--- src/rtl/coeff_mem_sequencer.sv ---
// Coefficient memory sequencer: clear, sequential two-channel load, indexed reads; en-level handshake with
// one en=0 gap after every memory ack. Read latency 2 cycles at 1-cycle ack; coef_ready/rd_ready only in LD_WAIT/READY.
module coeff_mem_sequencer #(
  parameter int ADDR_W   = 9,
  parameter int DATA_W   = 16,
  parameter int CH_WORDS = 256
) (
  input  logic              clk,
  input  logic              rst,
  input  logic              init,
  input  logic              coef_valid,
  input  logic [DATA_W-1:0] coef_data,
  output logic              coef_ready,
  output logic              load_done,
  input  logic              rd_req,
  input  logic              rd_ch,
  input  logic [ADDR_W-2:0] rd_idx,
  output logic              rd_ready,
  output logic              rd_valid,
  output logic [DATA_W-1:0] rd_data,
  output logic              rd_err,
  output logic              busy,
  output logic              mem_en,
  output logic              mem_wr,
  output logic              mem_clr,
  output logic [ADDR_W-1:0] mem_wr_addr,
  output logic [ADDR_W-1:0] mem_rd_addr,
  output logic [DATA_W-1:0] mem_data_in,
  input  logic              mem_w_done,
  input  logic              mem_data_valid,
  input  logic [DATA_W-1:0] mem_data_out
);

  localparam logic [ADDR_W-1:0] LAST = ADDR_W'(2 * CH_WORDS - 1);

  typedef enum logic [3:0] {
    IDLE, CLR, CLR_GAP, LD_WAIT, LD_WR, LD_GAP, READY, RD, RD_GAP
  } state_t;

  state_t            state, state_nxt;
  logic [ADDR_W-1:0] cnt;
  logic [ADDR_W-1:0] rd_addr;
  logic [DATA_W-1:0] wr_word;

  // Address/data outputs come straight from registers, so they cannot move while mem_en is high.
  assign mem_wr_addr = cnt;
  assign mem_rd_addr = rd_addr;
  assign mem_data_in = wr_word;
  assign busy        = !(state == IDLE || state == READY);

  always_comb begin
    state_nxt  = state;
    mem_en     = 1'b0;
    mem_wr     = 1'b0;
    mem_clr    = 1'b0;
    coef_ready = 1'b0;
    rd_ready   = 1'b0;
    case (state)
      IDLE:    if (init) state_nxt = CLR;
      CLR: begin
        mem_en  = 1'b1;
        mem_clr = 1'b1;
        if (mem_w_done) state_nxt = CLR_GAP;
      end
      CLR_GAP: state_nxt = (cnt == LAST) ? LD_WAIT : CLR;
      LD_WAIT: begin
        coef_ready = 1'b1;
        if (coef_valid) state_nxt = LD_WR;
      end
      LD_WR: begin
        mem_en = 1'b1;
        mem_wr = 1'b1;
        if (mem_w_done) state_nxt = LD_GAP;
      end
      LD_GAP:  state_nxt = (cnt == LAST) ? READY : LD_WAIT;
      READY: begin
        // init wins over a same-cycle read, so the read is not offered as accepted
        rd_ready = !init;
        if (init)        state_nxt = CLR;
        else if (rd_req) state_nxt = RD;
      end
      RD: begin
        mem_en = 1'b1;
        if (mem_data_valid) state_nxt = RD_GAP;
      end
      RD_GAP:  state_nxt = READY;
      default: state_nxt = IDLE;
    endcase
  end

  always_ff @(posedge clk or posedge rst) begin
    if (rst) begin
      state     <= IDLE;
      cnt       <= '0;
      rd_addr   <= '0;
      wr_word   <= '0;
      rd_data   <= '0;
      rd_valid  <= 1'b0;
      rd_err    <= 1'b0;
      load_done <= 1'b0;
    end else begin
      state    <= state_nxt;
      rd_valid <= 1'b0;
      rd_err   <= rd_req && (state inside {IDLE, CLR, CLR_GAP, LD_WAIT, LD_WR, LD_GAP});
      case (state)
        IDLE: if (init) begin
          cnt       <= '0;
          load_done <= 1'b0;
        end
        CLR_GAP: cnt <= (cnt == LAST) ? '0 : cnt + 1'b1;
        LD_WAIT: if (coef_valid) wr_word <= coef_data;
        LD_GAP: begin
          if (cnt == LAST) load_done <= 1'b1;
          else             cnt       <= cnt + 1'b1;
        end
        READY: begin
          if (init) begin
            cnt       <= '0;
            load_done <= 1'b0;
          end else if (rd_req) begin
            rd_addr <= {rd_ch, rd_idx};
          end
        end
        RD: if (mem_data_valid) begin
          rd_data  <= mem_data_out;
          rd_valid <= 1'b1;
        end
        default: ;
      endcase
    end
  end

endmodule

--- config.mk ---
export PLATFORM = sky130hd
export DESIGN_NAME = coeff_mem_sequencer
export DESIGN_NICKNAME = d
export VERILOG_FILES = /design/src/rtl/coeff_mem_sequencer.sv
export SDC_FILE = /design/constraint.sdc
export NUM_CORES = 1
export LEC_CHECK = 0
export ABC_AREA = 1
export CORE_ASPECT_RATIO = 0.75
export CORE_MARGIN = 2
export CORE_UTILIZATION = 44
export DETAILED_ROUTE_END_ITERATION = 10
export PLACE_DENSITY = 0.85
export REMOVE_ABC_BUFFERS = 1
export SLEW_MARGIN = 20
export SYNTH_ARGS = -nofsm -noshare
export SYNTH_HDL_FRONTEND = slang
export SYNTH_SLANG_ARGS = --single-unit
--- constraint.sdc ---
create_clock -name clk -period 2.1 [get_ports clk]
set_input_delay 0.42 -clock clk [delete_from_list [all_inputs] [get_ports clk]]
set_output_delay 0.42 -clock clk [all_outputs]
set_load 0.01 [all_outputs]
==> results.toml <==
[job]
cap_viol_max_count = 0

[clocking]
clockBufferDepth = 2
hold_buffers = 0
cts_buffers = 9
cts-root-buf = "clkbuf_8"
insertion_delay_ns = 0.34
cts_tree = "done"
clkTransAtPathRegs_ns = 0.07
cts.sinks = 57
htree_levels = 3

[yosys]
ys_seq_area_share_pct = 51.7
syn_area_um2 = 2760
synth_area_leaders = "dfrtp_1 (52%), nand2_1 (22%), nand3_1 (6.7%)"
synth_xor_area_share_pct = 0.952
yosys_warnings = 0
syn_avg_cell_area_um2 = 7.82
synth_top_family_by_area = "simple AND/OR/NAND/NOR gates"
yosysTopAreaCell = "dfrtp_1"
synth_adder_area_share_pct = 1.36
synthSimpleGateAreaFrac_pct = 39.3
ys_ff_latch = 57
synth.top_cell.area_share_pct = 51.7
postSynthCellCount = 353
synthMuxAreaShare_pct = 0
synthDistinctLibCells = 26
synth_compound_area_share_pct = 0.952

[global_routing]
use_met2_pct = 37.0
grt_pass1_vias = 2736
grt_use_met3_pct = 8.99
busiest_layer = "met2"
antenna_found_initial = 0
overflow = 0
track_usage_pct = 22.7
grt_max_degree = 58
globalRouteMet1Util_pct = 28.2
grt_pass1_wl_um = 12100

[pwr]
p_sw_mw = 2.07
pwr-share-comb_pct = 47.6
p_leak_nw = 2.26
seq_power_share_pct = 31.8
finalPower_mw = 5.67
power.internal_mw = 3.60
vdd.ir_drop.worst_v = 0.000761
swShare_pct = 36.5
power_density_nw_per_um2 = 1300
p_clk_share_pct = 20.6

[sta]
skew_ns = 0.0113
finalCritPeriodShare_pct = 98.5
worst_pin_slew_ns = 0.333
post-route-min-period_ns = 2.07
relSlewSlack_pct = 77.8
hold_violations = 0
holdWs_ns = 0.450
final-setup-viol-count = 0
setup_ws_ns = 0.0321
fmax_ghz = 0.484
slew_violations = 0

[floorplanning]
die_h_um = 72.6
start_util_pct = 46.4
pin_count = 107
die-area_um2 = 6930
die_x_um = 95.4
coreArea_um2 = 5950
fp-row-count = 24

[finish]
fillerInstances = 472
drive_gt1_share_pct = 16.7
num_antenna_cells = 0
area_delta_synth_final_pct = 57.6
fin_nets = 538

[setup_path]
slowest_stage = "dfrtp_2"
cp_cell_sequence = "buf_4 -> nor2_4 -> nand2_2 -> nand2_2 -> inv_2 -> dlygate4sd2_1"
worstPathRequired_ns = 1.68
cp_common_cell = "nand2_2"
path_class = "register to primary output"
startpoint = "state[1]"
path_delay_family = "buffers and inverters"
setup.worst_path.end_class = "primary output"
cp_num_buf_inv = 3
critPathArrivalTime_ns = 1.65
slowest_delay_ns = 0.44
critPathMaxFanout = 5
critPathLaunchType = "register"
reg2reg_from = "mem_wr_addr[0]"

[routing]
vias_per_cell = 4.85
drtIter0Drc = 153
wl_um = 7600
drt-pass1-iter-count = 4
wl_per_cell_um = 13.3
ant_nets = 0
via_count = 2766
drc_errors = 0

[hold_path]
hp-class = "primary input to asynchronous set/reset pin"

[placement]
place_ws_ns = 0.0392
gp_congestion = 0.957
dp_hpwl_um = 5200
port_buffers = 106

[status]
outcome = "completed"
-- cells in the final DEF (no fill, tap or decap), types with 6 or more instances in the layout --
master / Yosys / final
clkdlybuf4s50_1: 0 / 100
inv_1: 23 / 20
nand2_1: 165 / 165
dfrtp_1: 57 / 53
nand2_2: 11 / 10
nand3_1: 37 / 37
nor2_1: 20 / 18
inv_2: 3 / 6
clkbuf_8: 0 / 11
buf_4: 3 / 26
-- kinds of logic (layout without fill, tap and decap cells) --
kind of cell | after synthesis | after routing
buffers and inverters | 36 | 175
AND/OR/NAND/NOR | 250 | 250
flip-flops | 57 | 57
XOR/XNOR | 3 | 3
AO/OA/AOI/OAI | 4 | 4
adder cells (fa/ha/maj) | 3 | 3
-- repair_timing --
item	4_1_cts	5_1_grt
setup endpoints to repair	6	15
buffers inserted	9	10
resized for setup	16	8
pin swaps	1	5
-- tightest hold or removal path, delay by kind of cell --
family / cells / cell delay, ns
buf+inv: 3 / 0.76
-- metal layers --
layer	up-vias	wire length, µm
met1	1273	3240
met5	-	0
li1	1358	-
met2	122	3510
met4	0	92
met3	13	757
-- area by class of cell --
type	instances	area [µm²]	area share, %
Clock inverter	5	77.6	1.78
Multi-Input combinational cell	260	1220	28.1
Tap cell	78	97.6	2.25
Timing Repair Buffer	133	1270	29.2
Inverter	26	97.6	2.25
Sequential cell	57	1430	32.9
Clock buffer	11	151	3.48
-- through the flow --
| stage | setup TNS (ns) | cell area (µm²) | cells | utilization, % |
|---|---|---|---|---|
| global placement | 0 | 3930 | 535 | 66.1 |
| detailed placement | 0 | 3930 | 535 | 66.1 |
| floorplan | 0 | 2700 | 343 | - |
| finish | 0 | 4350 | 570 | 73.1 |
| CTS | -0.0161 | 4240 | 560 | 71.4 |
| global route | -0.0558 | 4350 | 570 | 73.1 |
-- synth_stat cells --
library cell  count
xor2_1            2
nor3_1            2
o21bai_1          1
nor2_2            5
nand2_2          11
nor2_1           20
inv_2             3
dfrtp_1          57
and3_1            1
nand2_4           1
nand4_1           3
nand3_2           1
nand2_1         165
clkbuf_1          3
nor2_8            1
buf_6             1
o21ai_0           2
nand3_1          37
xnor2_1           1
or2_2             1
nor2_4            2
ha_1              3
buf_2             3
o21ai_2           1
buf_4             3
inv_1            23
-- power groups by stage --
stage / clock network (mW) / registers, mW / logic [mW]
floorplan: 0 / 1.97 / 1.01
global route: 1.24 / 1.85 / 2.95
finish: 1.17 / 1.80 / 2.70
CTS: 1.20 / 1.82 / 2.55
detailed placement: 0 / 1.82 / 2.44
global placement: 0 / 1.81 / 2.38
-- sequential cells by signal (all words and copies together) (netlist names) --
register and cells:
rd_data 16, rd_valid 1, mem_rd_addr 9, state 4, rd_err 1, mem_data_in 16
load_done 1, mem_wr_addr 9
-- worst paths after layout --
kind / end / slack [ns] / cells after the start
setup / recovery: busy / 0.03 / 6
max in group asynchronous: state[3] / 1.38 / 3
hold / removal: rd_data[1] / 0.45 / 3
hold reg to reg: mem_data_in[9] / 0.47 / 2
setup reg to reg: mem_wr_addr[5] / 0.16 / 12
min in group clk: mem_data_in[9] / 0.47 / 2
No activity file was read; power rests on OpenSTA's default activity.
